### config.mk
export PLATFORM = sky130hd
export DESIGN_NAME = nmr_bstrm_sram_loader
export DESIGN_NICKNAME = d
export VERILOG_FILES = /design/src/rtl/nmr_bstrm_pkg.sv /design/src/rtl/nmr_bstrm_cmd_check.sv /design/src/rtl/nmr_bstrm_sram_loader.sv
export SDC_FILE = /design/constraint.sdc
export NUM_CORES = 1
export LEC_CHECK = 0
export ABC_CLOCK_PERIOD_IN_PS = 2230
export BUFFER_PORTS_ARGS = -buffer_cell sky130_fd_sc_hd__buf_2
export CORE_ASPECT_RATIO = 1.5
export CORE_MARGIN = 5
export CORE_UTILIZATION = 45
export CTS_CLUSTER_SIZE = 25
export DETAILED_ROUTE_END_ITERATION = 10
export PLACE_DENSITY_LB_ADDON = 0.2
export SETUP_SLACK_MARGIN = 0.1
export SLEW_MARGIN = 20
export SYNTH_ARGS = -nofsm -noshare
export SYNTH_HDL_FRONTEND = slang
export SYNTH_SLANG_ARGS = --single-unit
### constraint.sdc
create_clock -name clk -period 2.23 [get_ports clk]
set_input_delay 0.446 -clock clk [delete_from_list [all_inputs] [get_ports clk]]
set_output_delay 0.446 -clock clk [all_outputs]
set_load 0.03 [all_outputs]
### src/rtl/nmr_bstrm_pkg.sv
// Shared command-word layout and loader state encoding for the NMR bitstream SRAM loader.
package nmr_bstrm_pkg;

   localparam int CMD_EOS      = 127;
   localparam int CMD_LSTA     = 126;
   localparam int CMD_LSTO     = 125;
   localparam int CMD_PAT      = 124;
   localparam int CMD_ONES     = 123;
   localparam int CMD_ZEROS    = 122;
   localparam int CMD_RSVD_HI  = 121;
   localparam int CMD_RSVD_LO  = 120;
   localparam int CMD_DATA_HI  = 119;

   typedef struct packed {
      logic       eos;
      logic       loop_sta;
      logic       loop_sto;
      logic       pattern_mode;
      logic       all_1s;
      logic       all_0s;
      logic [1:0] rsvd;
   } cmd_hdr_t;

   typedef struct packed {
      cmd_hdr_t                 hdr;
      logic [CMD_DATA_HI:0]     data;
   } cmd_word_t;

   typedef enum logic [2:0] {
      ST_IDLE,
      ST_COLLECT,
      ST_WRITE,
      ST_LOADED,
      ST_LAUNCH,
      ST_RUN,
      ST_ERROR
   } ldr_state_t;

endpackage

### src/rtl/nmr_bstrm_cmd_check.sv
// Combinational legality check of one command-word header against the current loop nesting state.
module nmr_bstrm_cmd_check
   import nmr_bstrm_pkg::*;
(
   input  cmd_hdr_t hdr,
   input  logic     last,
   input  logic     loop_open,
   output logic     ok
);

   always_comb begin
      ok = 1'b1;
      if (hdr.rsvd != 2'b00) ok = 1'b0;
      if ((hdr.pattern_mode & hdr.all_1s) | (hdr.pattern_mode & hdr.all_0s) |
          (hdr.all_1s & hdr.all_0s)) ok = 1'b0;
      if (hdr.loop_sta && hdr.loop_sto) ok = 1'b0;
      if (hdr.loop_sto && !loop_open) ok = 1'b0;
      if (hdr.loop_sta && loop_open) ok = 1'b0;
      if (last != hdr.eos) ok = 1'b0;
      // a loop left open by the final word can never be closed
      if (last && (loop_open || hdr.loop_sta) && !hdr.loop_sto) ok = 1'b0;
   end

endmodule

### src/rtl/nmr_bstrm_sram_loader.sv
// Packs host beats into 128-bit command words, stores them in SRAM and launches the bitstream arbiter.
// Define BSTRM_LDR_CHECK_EN to reject illegal command words before they are written.
//
// state   | meaning
// IDLE    | no words pending, waiting for first beat
// COLLECT | gathering beats of the current word
// WRITE   | one-cycle SRAM write of the packed word
// LOADED  | program stored, waiting for go
// LAUNCH  | one-cycle start pulse to the arbiter
// RUN     | arbiter owns the SRAM, waiting for done
// ERROR   | terminal until reset
module nmr_bstrm_sram_loader
   import nmr_bstrm_pkg::*;
#(
   parameter int HOST_WIDTH        = 32,
   parameter int SRAM_ADDR_WIDTH   = 8,
   parameter int SRAM_DAT_WIDTH    = 128,
   parameter int SRAM_BYTEEN_WIDTH = 16
) (
   input  logic                         clk,
   input  logic                         rst_n,
   input  logic                         host_valid,
   output logic                         host_ready,
   input  logic [HOST_WIDTH-1:0]        host_dat,
   input  logic                         host_last,
   input  logic                         go,
   output logic                         loaded,
   output logic                         busy,
   output logic                         err,
   output logic [SRAM_ADDR_WIDTH:0]     word_cnt,
   output logic [SRAM_ADDR_WIDTH-1:0]   sram_addr,
   output logic                         sram_cs,
   output logic                         sram_clken,
   output logic                         sram_wr,
   output logic [SRAM_DAT_WIDTH-1:0]    sram_wr_dat,
   output logic [SRAM_BYTEEN_WIDTH-1:0] sram_byteen,
   output logic                         bstrm_start,
   input  logic                         bstrm_done
);

   localparam int BEATS = SRAM_DAT_WIDTH / HOST_WIDTH;
   localparam int BW    = $clog2(BEATS);
   localparam logic [BW-1:0]            LAST_BEAT = BW'(BEATS - 1);
   localparam logic [SRAM_ADDR_WIDTH:0] CNT_FULL  = {1'b1, {SRAM_ADDR_WIDTH{1'b0}}};

   ldr_state_t                  state, state_nxt;
   logic [BW-1:0]               beat_cnt;
   logic [SRAM_DAT_WIDTH-1:0]   word_buf;
   logic                        last_q;
   logic [SRAM_ADDR_WIDTH:0]    cnt_q;
   logic                        rdy_en;
   logic                        beat_fire;
   logic                        write_ok;
   logic                        check_ok;

   assign host_ready = rdy_en && (state == ST_IDLE || state == ST_COLLECT);
   assign beat_fire  = host_valid && host_ready;
   // the address counter is never allowed to wrap; a full SRAM turns the next write into an error
   assign write_ok   = (state == ST_WRITE) && (cnt_q != CNT_FULL) && check_ok;

`ifdef BSTRM_LDR_CHECK_EN
   logic     loop_open;
   cmd_hdr_t cur_hdr;

   assign cur_hdr = cmd_hdr_t'(word_buf[CMD_EOS:CMD_RSVD_LO]);

   nmr_bstrm_cmd_check u_cmd_check (
      .hdr       (cur_hdr),
      .last      (last_q),
      .loop_open (loop_open),
      .ok        (check_ok)
   );

   always_ff @(posedge clk or negedge rst_n) begin
      if (!rst_n)
         loop_open <= 1'b0;
      else if (state_nxt == ST_IDLE && state != ST_IDLE)
         loop_open <= 1'b0;
      else if (write_ok)
         loop_open <= (loop_open | cur_hdr.loop_sta) & ~cur_hdr.loop_sto;
   end
`else
   assign check_ok = 1'b1;
`endif

   always_comb begin
      state_nxt = state;
      case (state)
         ST_IDLE, ST_COLLECT: begin
            if (beat_fire) begin
               if (beat_cnt == LAST_BEAT) state_nxt = ST_WRITE;
               else if (host_last)        state_nxt = ST_ERROR;
               else                       state_nxt = ST_COLLECT;
            end
         end
         ST_WRITE: begin
            if (!write_ok)   state_nxt = ST_ERROR;
            else if (last_q) state_nxt = ST_LOADED;
            else             state_nxt = ST_COLLECT;
         end
         ST_LOADED: if (go) state_nxt = ST_LAUNCH;
         ST_LAUNCH: state_nxt = ST_RUN;
         ST_RUN:    if (bstrm_done) state_nxt = ST_IDLE;
         ST_ERROR:  state_nxt = ST_ERROR;
         default:   state_nxt = ST_IDLE;
      endcase
   end

   always_ff @(posedge clk or negedge rst_n) begin
      if (!rst_n) begin
         state    <= ST_IDLE;
         beat_cnt <= '0;
         word_buf <= '0;
         last_q   <= 1'b0;
         cnt_q    <= '0;
         rdy_en   <= 1'b0;
      end else begin
         state  <= state_nxt;
         rdy_en <= 1'b1;
         if (beat_fire) begin
            word_buf <= {word_buf[SRAM_DAT_WIDTH-HOST_WIDTH-1:0], host_dat};
            beat_cnt <= (beat_cnt == LAST_BEAT) ? '0 : beat_cnt + 1'b1;
            last_q   <= host_last;
         end
         if (write_ok)
            cnt_q <= cnt_q + 1'b1;
         else if (state == ST_RUN && bstrm_done)
            cnt_q <= '0;
      end
   end

   assign sram_cs     = write_ok;
   assign sram_clken  = write_ok;
   assign sram_wr     = write_ok;
   assign sram_addr   = write_ok ? cnt_q[SRAM_ADDR_WIDTH-1:0] : '0;
   assign sram_wr_dat = write_ok ? word_buf : '0;
   assign sram_byteen = {SRAM_BYTEEN_WIDTH{write_ok}};

   assign loaded      = (state == ST_LOADED);
   assign bstrm_start = (state == ST_LAUNCH);
   assign busy        = (state == ST_LAUNCH) || (state == ST_RUN);
   assign err         = (state == ST_ERROR);
   assign word_cnt    = cnt_q;

endmodule
==> metrics.txt, run 1 <==
slowest stage delay, CP between 0.5 and 0.6 ns; TritonCTS Buffers 17; Inst Count DP 920; fraction of final layout cells with drive strength greater than 1 0.707; minimum period implied by the final worst setup slack 2.69 ns; Max VDD drop about 0.67 mV; run status finished, violations left; final layout net count 792; total via count in the routed design 4,871; maximum net fanout on the critical path 22; crit-path leading delay family simple AND/OR/NAND/NOR gates; placeable core region 14,900 um^2; final worst hold slack 0.00749 ns; count of different cell masters after synthesis 36; Post-synth ARST share 1.00; maximum buffer depth of the clock tree 2; Pre-antenna DRT Iters 4; M1 GR Usage 0.209; R2R cell count 6; met3 GRT Util 0.0531; Die Span X 110 um; Skew-Pair Late Insertion Delay 0.41 ns; violations in the final reports negative setup slack; Post-synth EDFFs 0; IO Port Bufs 206; WP buf/inv 4; Routability Congestion 0.854; number of hold violations in the final report 0; Lkg Pwr 4.77 nW; Hold WC Path Type in -> async; Avg Vias per Cell 5.05; startpoint-to-endpoint class of the critical path reg -> out; sum of negative setup slack -61.58 ns; initial antenna violation count 1; Vert. Die Dim 160 um; Routed WL 17,400 um; number of cells on the critical path 7; via count of the first global-routing pass 5,004; post-detailed-route DRC marker count 0; Slew HR 0.626; number of nets in the synthesized netlist 582; worst-case setup margin in the final layout -0.464 ns; number of pins with negative max-slew slack in the final report 0; wire length per cell 18.0 um; setup clock skew after layout about 0.0078 ns; number of warning messages in the yosys log 0; I/O Pins approximately 210; setup repair after global routing missed its margin true; count of maximum capacitance violations 0; post-detailed-route count of antenna-violating nets 0; post-synthesis average cell area 12.5 um^2; Overflow after GRT 0; number of cells produced by synthesis approximately 540; Fmax 0.371 GHz; overall global routing resource usage 0.183; number of setup violations in the final report 149; worst path required time 1.78 ns; Post-Route Utilization 0.672; Worst setup SP type flop; area of the mapped netlist between 6000 and 7000 um^2; Least-Margin Pin Slew 0.561 ns; standard-cell rows 55; Die Outline Area 17,700 um^2; element type at the critical path end output pin; GR Layer Usage met2 0.322; Initial DRC Count 183; worst slack at placement -0.0416 ns; period utilization 1.21; worst-path cell chain or4_4, o21ai_4, buf_12, inv_12, buf_16, and2_2, buf_6; slowest stage cell on the critical path sky130_fd_sc_hd__or4_4; total power divided by cell area 1140 nW/um^2; most used flip-flop cell after synthesis sky130_fd_sc_hd__dfrtp_1; placed wire-length estimate 10,800 um; Sink Count 144; Data arrival, critical path 2.25 ns; largest net degree at the start of global routing 57; initial core utilization 0.454; proportion of synthesized chip area in sequential cells 0.531; # H-tree levels 4; clock transition at the registers of the reported paths 0.06 ns; CTS tree done; synth-to-layout area growth 47.9%; synthesized flop and latch total 144; post-route non-filler standard cell count 964; hold-fix buffer count after cts 0; Root Buffer sky130_fd_sc_hd__clkbuf_16; wire length of the first global-routing pass 25,400 um; gr busiest metal met2
## metrics by stage
step           power [mW]  area [um^2]
2_1_floorplan        7.08         7060
3_3_place_gp         7.83         8250
3_5_place_dp         8.02         8250
4_1_cts              11.3         9420
5_1_grt              12.1        10000
6_report             11.4        10000
## cell type report
type	instances	area, um^2
Multi-Input combinational cell	342	3140
Antenna cell	1	2.50
Inverter	6	35.0
Sequential cell	144	3610
Timing Repair inverter	1	11.3
Timing Repair Buffer	239	2360
Tap cell	199	249
Clock inverter	13	184
Fill cell	1121	4900
Clock buffer	19	443
## cells by family (layout without fill, tap and decap cells)
logic type                 Yosys count  after routing  synth area share
other                                1              2          0.000553
muxes                              135            135             0.223
adders and majority gates            3              3           0.00553
buffers and inverters               55            278            0.0526
and+or+nand+nor                    184            184             0.165
DFF                                144            144             0.531
AOI/OAI and AO/OA                   19             19            0.0220
## cell usage after synthesis, types with 2 or more instances
master	number	share of area
sky130_fd_sc_hd__buf_4	18	0.020
sky130_fd_sc_hd__dfrtp_1	144	0.53
sky130_fd_sc_hd__mux2i_1	4	0.0059
sky130_fd_sc_hd__nand2_1	9	0.0050
sky130_fd_sc_hd__buf_6	9	0.015
sky130_fd_sc_hd__clkbuf_1	12	0.0066
sky130_fd_sc_hd__a211oi_1	3	0.0033
sky130_fd_sc_hd__inv_1	5	0.0028
sky130_fd_sc_hd__ha_1	3	0.0055
sky130_fd_sc_hd__nand3b_1	2	0.0022
sky130_fd_sc_hd__buf_2	10	0.0074
sky130_fd_sc_hd__o21ai_0	7	0.0052
sky130_fd_sc_hd__and2_1	136	0.13
sky130_fd_sc_hd__nand3_1	8	0.0059
sky130_fd_sc_hd__nor2_1	8	0.0044
sky130_fd_sc_hd__mux2_2	131	0.22
sky130_fd_sc_hd__nor2b_1	2	0.0018
sky130_fd_sc_hd__and3_1	8	0.0074
sky130_fd_sc_hd__nor3_1	5	0.0037
## registers in the layout, indices dropped and copies added (netlist names)
register	count
state	3
last_q	1
rdy_en	1
word_buf	128
beat_cnt	2
word_cnt	9
## layer usage
| metal | share of wire | wire length [um] |
|---|---|---|
| met5 | 0.00040 | 7 |
| met4 | 0.018 | 318 |
| met3 | 0.062 | 1070 |
| met2 | 0.54 | 9420 |
| met1 | 0.38 | 6570 |
## placed cells by master, fill, tap and decap left out, drive strengths merged, types with 4 or more instances in the layout
| master | instances |
|---|---|
| and2 | 136 |
| and3 | 8 |
| mux2 | 131 |
| bufinv | 4 |
| dfrtp | 144 |
| inv | 9 |
| nand2 | 9 |
| clkinv | 4 |
| mux2i | 4 |
| buf | 234 |
| nor3 | 5 |
| clkbuf | 24 |
| o21ai | 8 |
| nor2 | 8 |
| nand3 | 8 |
## worst register-to-register path: stages (launching register included)
cell and delay (ns):
sky130_fd_sc_hd__dfrtp_2 0.40, sky130_fd_sc_hd__or4_4 0.54, sky130_fd_sc_hd__o21ai_4 0.19, sky130_fd_sc_hd__buf_12 0.16, sky130_fd_sc_hd__buf_4 0.16, sky130_fd_sc_hd__nor3_1 0.06
sky130_fd_sc_hd__a311o_1 0.33
## path summary, 6_finish.rpt
kind                               start              end  slack [ns]
max in group asynchronous          rst_n     word_buf[91]        1.48
min                                rst_n     word_buf[83]       0.007
min in group clk            host_dat[11]     word_buf[11]        0.27
min reg2reg                word_buf[108]    word_buf[108]        0.50
max reg2reg                  word_cnt[2]      word_cnt[3]        0.27
max                          word_cnt[2]  sram_wr_dat[78]       -0.46
## what timing repair did
item,CTS,global route
resized for setup,174,205
gates cloned,2,7
pin swaps,6,9
endpoints found under the setup margin,155,155
setup buffers,0,2
## report_power, final
part	internal, mW	switching, mW	total (mW)
logic	2.04	1.66	3.69
clock network	1.91	1.10	3.00
registers	3.86	0.885	4.75
total	7.81	3.64	11.4
Power figures use the tool's default switching activity.
==> inputs of run 2 (changes only) <==
PLACE_DENSITY = 0.83   (was default)
PLACE_DENSITY_LB_ADDON = default   (was 0.2)
SLEW_MARGIN = 25   (was 20)
==> run 2 against run 1 <==
The run still ends with negative setup slack left. Clock skew up 0.0012 ns. Largest cell class unchanged. Via count fell by 2.4%. Critical path type unchanged. Worst setup slack better by 0.048 ns. Highest routed layer unchanged. Power shrank 3.1%. Critical endpoint is now sram_wr_dat[109]. Flip-flop and latch count is the same. Worst hold slack gained 0.017 ns.
==> metrics.txt, run 2 (synthesis gave the netlist of run 1 again) <==
run status finished, violations left; violations in the final reports negative setup slack; Initial DRC Count 188 (+2.7%); switching power 3.58 mW (-1.7%); IO Port Bufs 206 (unchanged); number of pins with negative max-slew slack in the final report 0 (unchanged); Fmax 0.378 GHz (+1.8%); worst-case setup margin in the final layout -0.416 ns (+0.0485 ns); via count of the first global-routing pass 4,892 (-2.2%); worst path required time 1.78 ns (about the same); sum of negative setup slack -52.20 ns (+9.38 ns); standard-cell rows 55 (unchanged); Slew HR 0.616 (-0.0102); diode insertion count for antenna repair 0 (-1); number of hold violations in the final report 0 (unchanged); total design power 11.1 mW (-3.1%); Reg with most FFs word_buf; slowest stage delay, CP 0.55 ns (about the same); Vert. Die Dim 160 um (unchanged); worst-path cell chain or4_4, o21ai_4, inv_6, buf_16, and2_2, buf_6; maximum net fanout on the critical path 36 (+64%); post-detailed-route DRC marker count 0 (unchanged); element type at the critical path end output pin; Worst setup SP type flop; setup clock skew after layout 0.00896 ns (+0.00120 ns); Lkg Pwr 4.64 nW (-2.7%); final layout net count 784 (-1.0%); fraction of final layout cells with drive strength greater than 1 0.706 (about the same); worst slack at placement -0.0191 ns (+0.0225 ns); Skew-Pair Late Insertion Delay 0.40 ns (about the same); count of maximum capacitance violations 0 (unchanged); Die Span X 110 um (unchanged); slowest stage cell on the critical path sky130_fd_sc_hd__or4_4; Max VDD drop 0.668 mV (-0.57%); internal power contribution 7.51 mW (-3.7%); total via count in the routed design 4,754 (-2.4%); placeable core region 14,900 um^2 (unchanged); R2R cell count 6 (unchanged); Routed WL 15,700 um (-9.7%); Least-Margin Pin Slew 0.576 ns (+0.0153 ns); sequential share of power 0.428 (+0.013); initial antenna violation count 1 (unchanged); maximum buffer depth of the clock tree 2 (unchanged); placed wire-length estimate 10,600 um (-1.8%); synth-to-layout area growth 38.2%; hold-fix buffer count after cts 0 (unchanged); clock transition at the registers of the reported paths 0.06 ns (about the same); Sink Count 144 (unchanged); Pre-antenna DRT Iters 4 (unchanged); Overflow after GRT 0 (unchanged); area of all placed cells without fillers 9370 um^2 (-6.5%); period utilization 1.19 (-0.0217); final worst hold slack 0.0247 ns (+0.0172 ns); most common library cell in the layout ignoring fill and taps sky130_fd_sc_hd__dfrtp_1; startpoint-to-endpoint class of the critical path reg -> out; CTS tree done; # H-tree levels 4 (unchanged); wire length per cell 16.4 um (-8.9%); Die Outline Area 17,700 um^2 (unchanged); TritonCTS Buffers 17 (unchanged); Data arrival, critical path 2.20 ns (-0.05 ns); total power divided by cell area 1180 nW/um^2 (+3.7%); portion of total power attributed to combinational logic 0.309 (-0.014); minimum period implied by the final worst setup slack 2.65 ns (-0.0485 ns); initial core utilization 0.454 (unchanged); wire length of the first global-routing pass 25,700 um (+1.4%); number of setup violations in the final report 149 (unchanged); Hold WC Path Type in -> async; clock network power share 0.263 (about the same); number of flip-flops under the largest register name 128 (unchanged); Root Buffer sky130_fd_sc_hd__clkbuf_16; Placed Instance Area 8250 um^2 (unchanged); Routability Congestion 0.795 (-6.9%); setup repair after global routing missed its margin true; Avg Vias per Cell 4.98 (-1.5%); net switching share of the total power 0.322 (+0.00462); post-detailed-route count of antenna-violating nets 0 (unchanged); commonest non-fill, non-tap cells in the layout sky130_fd_sc_hd__dfrtp_1, sky130_fd_sc_hd__buf_2, sky130_fd_sc_hd__mux2_2, sky130_fd_sc_hd__and2_4, sky130_fd_sc_hd__buf_6; largest net degree at the start of global routing 83 (+46%); overall global routing resource usage 0.184 (+0.000417); I/O Pins 207 (unchanged)
[run 2: path summary, 6_finish.rpt]
kind / slack, ns / endpoint / from
worst min-delay path: 0.02 / word_buf[43] / rst_n
min in group clk: 0.27 / word_buf[2] / host_dat[2]
max in group asynchronous: 1.59 / word_buf[45] / rst_n
worst min register to register: 0.51 / word_buf[102] / word_buf[102]
worst max register to register: 0.33 / word_cnt[3] / word_cnt[3]
worst max-delay path: -0.42 / sram_wr_dat[109] / word_cnt[3]
[run 2: timing repair]
| action | in CTS | in global routing |
|---|---|---|
| gates cloned | 2 | 0 |
| pin swaps | 18 | 0 |
| gates resized for setup | 163 | 3 |
| buffers inserted | 1 | 0 |
| endpoints found under the setup margin | 150 | 155 |
[run 2: layout make-up]
type | count | area (um^2)
Inverter | 6 | 27.5
Clock inverter | 14 | 179
Timing Repair Buffer | 232 | 1710
Clock buffer | 18 | 439
Multi-Input combinational cell | 342 | 3170
Sequential cell | 144 | 3610
Tap cell | 199 | 249
Fill cell | 1141 | 5560
[run 2: power by group through the flow]
stage                     clock, mW  combinational, mW  sequential, mW
after floorplan                   0               2.61            4.47
after global placement            0               3.13            4.70
after detailed placement          0               3.24            4.76
after CTS                      2.99               3.43            4.75
after global routing           3.11               3.72            4.94
final                          2.91               3.43            4.75
[run 2: layer usage]
layer,up-vias,wire (um),global-route usage
met5,-,13,0
li1,2211,-,-
met2,151,8700,0.330
met3,24,839,0.0426
met4,2,388,0.0689
met1,2366,5750,0.207
[run 2: stage by stage]
step,cells,utilization
2_1_floorplan,541,-
6_report,955,0.628
3_5_place_dp,920,0.552
5_1_grt,955,0.628
3_3_place_gp,920,0.552
4_1_cts,955,0.626
[run 2: worst max-delay path: cells and delay by family (launching register included)]
| kind | cells | cell delay, ns |
|---|---|---|
| AOI/OAI and AO/OA | 1 | 0.19 |
| buffers and inverters | 3 | 0.41 |
| DFF | 1 | 0.40 |
| and+or+nand+nor | 2 | 0.77 |
==> inputs of run 3 (changes only) <==
SETUP_SLACK_MARGIN = 0.5   (was 0.1)
TNS_END_PERCENT = 30   (was default)
==> run 3 against run 2 <==
The flow still finishes with violations (negative setup slack). Wire length down 4.7%. Global-route usage fell by 0.98 points. Register-to-register slack gained 0.02 ns. Flip-flop and latch count did not move. Critical endpoint is now sram_wr_dat[72]. Highest routed layer is now met4.
==> metrics.txt, run 3 (synthesis gave the netlist of run 1 again) <==
Worst setup SP type flop; placeable core region 14,900 um^2 (unchanged); Reg with most FFs word_buf; final layout net count 780 (-0.51%); Fmax 0.376 GHz (-0.57%); period utilization 1.19 (+0.00685); area of all placed cells without fillers 8810 um^2 (-6.0%); overall global routing resource usage 0.174 (-0.00975); Routed WL 14,900 um (-4.7%); element type at the critical path end output pin; standard-cell rows 55 (unchanged); Die Span X 110 um (unchanged); total power divided by cell area 1230 nW/um^2 (+3.8%); total via count in the routed design 4,610 (-3.0%); placed wire-length estimate 10,600 um (+0.31%); count of maximum capacitance violations 0 (unchanged); wire length per cell 15.7 um (-4.3%); post-detailed-route DRC marker count 0 (unchanged); largest net degree at the start of global routing 71 (-14%); CTS tree done; I/O Pins 207 (unchanged); maximum net fanout on the critical path 66 (+83%); setup repair after global routing missed its margin true; clock transition at the registers of the reported paths 0.06 ns (about the same); Reg2Reg Capture Point word_buf[17]; Lkg Pwr 4.49 nW (-3.2%); fraction of final layout cells with drive strength greater than 1 0.636 (-0.0699); wire length of the first global-routing pass 24,300 um (-5.7%); # H-tree levels 4 (unchanged); number of pins with negative max-slew slack in the final report 0 (unchanged); most common library cell in the layout ignoring fill and taps sky130_fd_sc_hd__buf_2; Hold WC Path Type in -> reg; TritonCTS Buffers 17 (unchanged); Pre-antenna DRT Iters 4 (unchanged); final worst hold slack 0.272 ns (+0.248 ns); Skew-Pair Late Insertion Delay 0.40 ns (about the same); violations in the final reports negative setup slack; Max VDD drop 0.578 mV (-13%); Initial DRC Count 188 (unchanged); Placed Instance Area 8100 um^2 (-1.8%); worst-case setup margin in the final layout -0.431 ns (-0.0153 ns); setup clock skew after layout 0.0135 ns (+0.00452 ns); slack of the worst reg-to-reg path 0.35 ns (+0.02 ns); initial antenna violation count 1 (unchanged); IO Port Bufs 206 (unchanged); R2R cell count 4 (-2); startpoint-to-endpoint class of the critical path reg -> out; commonest non-fill, non-tap cells in the layout sky130_fd_sc_hd__buf_2, sky130_fd_sc_hd__dfrtp_1, sky130_fd_sc_hd__mux2_2, sky130_fd_sc_hd__and2_1, sky130_fd_sc_hd__and2_2; Sink Count 144 (unchanged); hold wc startpoint host_dat[30]; synth-to-layout area growth 29.8%; number of setup violations in the final report 149 (unchanged); Die Outline Area 17,700 um^2 (unchanged); Filler cells 1,228 (+7.6%); run status finished, violations left; Min-Delay Endpoint word_buf[30]; setup bufs post-CTS 0 (-1); number of cells on the worst hold path 2; Root Buffer sky130_fd_sc_hd__clkbuf_16; number of hold violations in the final report 0 (unchanged); via count of the first global-routing pass 4,791 (-2.1%); post-detailed-route count of antenna-violating nets 0 (unchanged); initial core utilization 0.454 (unchanged); Overflow after GRT 0 (unchanged); worst path required time 1.78 ns (about the same); maximum buffer depth of the clock tree 2 (unchanged); Data arrival, critical path 2.21 ns (about the same); Vert. Die Dim 160 um (unchanged); number of flip-flops under the largest register name 128 (unchanged); Routability Congestion 0.773 (-2.7%); Avg Vias per Cell 4.85 (-2.6%); minimum period implied by the final worst setup slack 2.66 ns (+0.0153 ns); Reg2Reg Launch Point state[2]
==> run 3: worst max path at each step <==
stage	from	to	slack (ns)	cells past startpoint
6_report	word_cnt[3]	sram_wr_dat[72]	-0.43	6
5_1_grt	word_cnt[3]	sram_wr_dat[72]	-0.50	6
4_1_cts	word_cnt[3]	sram_wr_dat[68]	-0.44	6
3_5_place_dp	word_cnt[3]	sram_wr_dat[83]	-0.01	6
3_3_place_gp	word_cnt[3]	sram_wr_dat[83]	0.007	6
2_1_floorplan	word_cnt[3]	sram_wr_dat[121]	-0.13	6
==> run 3: final cells by class <==
cell class / instances / area (um^2) / area share
repair buffers: 228 / 1340 / 0.152
flip-flops and latches: 144 / 3610 / 0.409
clock buffers: 18 / 429 / 0.0487
diodes: 1 / 2.50 / 0.000284
inverters: 6 / 25.0 / 0.00284
multi-input cells: 342 / 2970 / 0.337
well taps: 199 / 249 / 0.0283
clock inverters: 13 / 185 / 0.0210
==> run 3: report_power, final <==
| part | internal, mW | switching, mW |
|---|---|---|
| clock | 1.87 | 1.07 |
| combinational | 1.66 | 1.52 |
| sequential | 3.86 | 0.828 |
==> run 3: worst max-delay path, stage by stage, from the launching register on <==
cell	delay (ns)
sky130_fd_sc_hd__dfrtp_2	0.40
sky130_fd_sc_hd__or4_4	0.56
sky130_fd_sc_hd__o21ai_4	0.18
sky130_fd_sc_hd__inv_4	0.07
sky130_fd_sc_hd__buf_12	0.17
sky130_fd_sc_hd__and2_2	0.22
sky130_fd_sc_hd__buf_2	0.17
==> run 3: per-layer routing <==
layer	up-vias	wire, um	track usage
li1	2198	-	-
met1	2247	5780	0.201
met2	137	8050	0.307
met3	28	724	0.0374
met4	0	396	0.0683
met5	-	0	0
==> run 3: repair_timing <==
action,CTS,global route
hold buffers,1,0
resized for setup,29,0
endpoints found under the hold margin,45,0
setup endpoints to repair,296,299
pin swaps,6,0
==> run 3: per-stage QoR <==
| stage | power, mW | cells | TNS [ns] | setup slack, ns | utilization |
|---|---|---|---|---|---|
| final | 10.8 | 951 | -57.00 | -0.431 | 0.590 |
| after CTS | 11.0 | 950 | -59.98 | -0.441 | 0.590 |
| after global routing | 11.5 | 951 | -67.36 | -0.504 | 0.590 |
| after global placement | 7.74 | 918 | 0 | 0.00737 | 0.542 |
| after floorplan | 6.97 | 541 | -12.91 | -0.132 | - |
| after detailed placement | 7.91 | 918 | -0.0241 | -0.0125 | 0.542 |
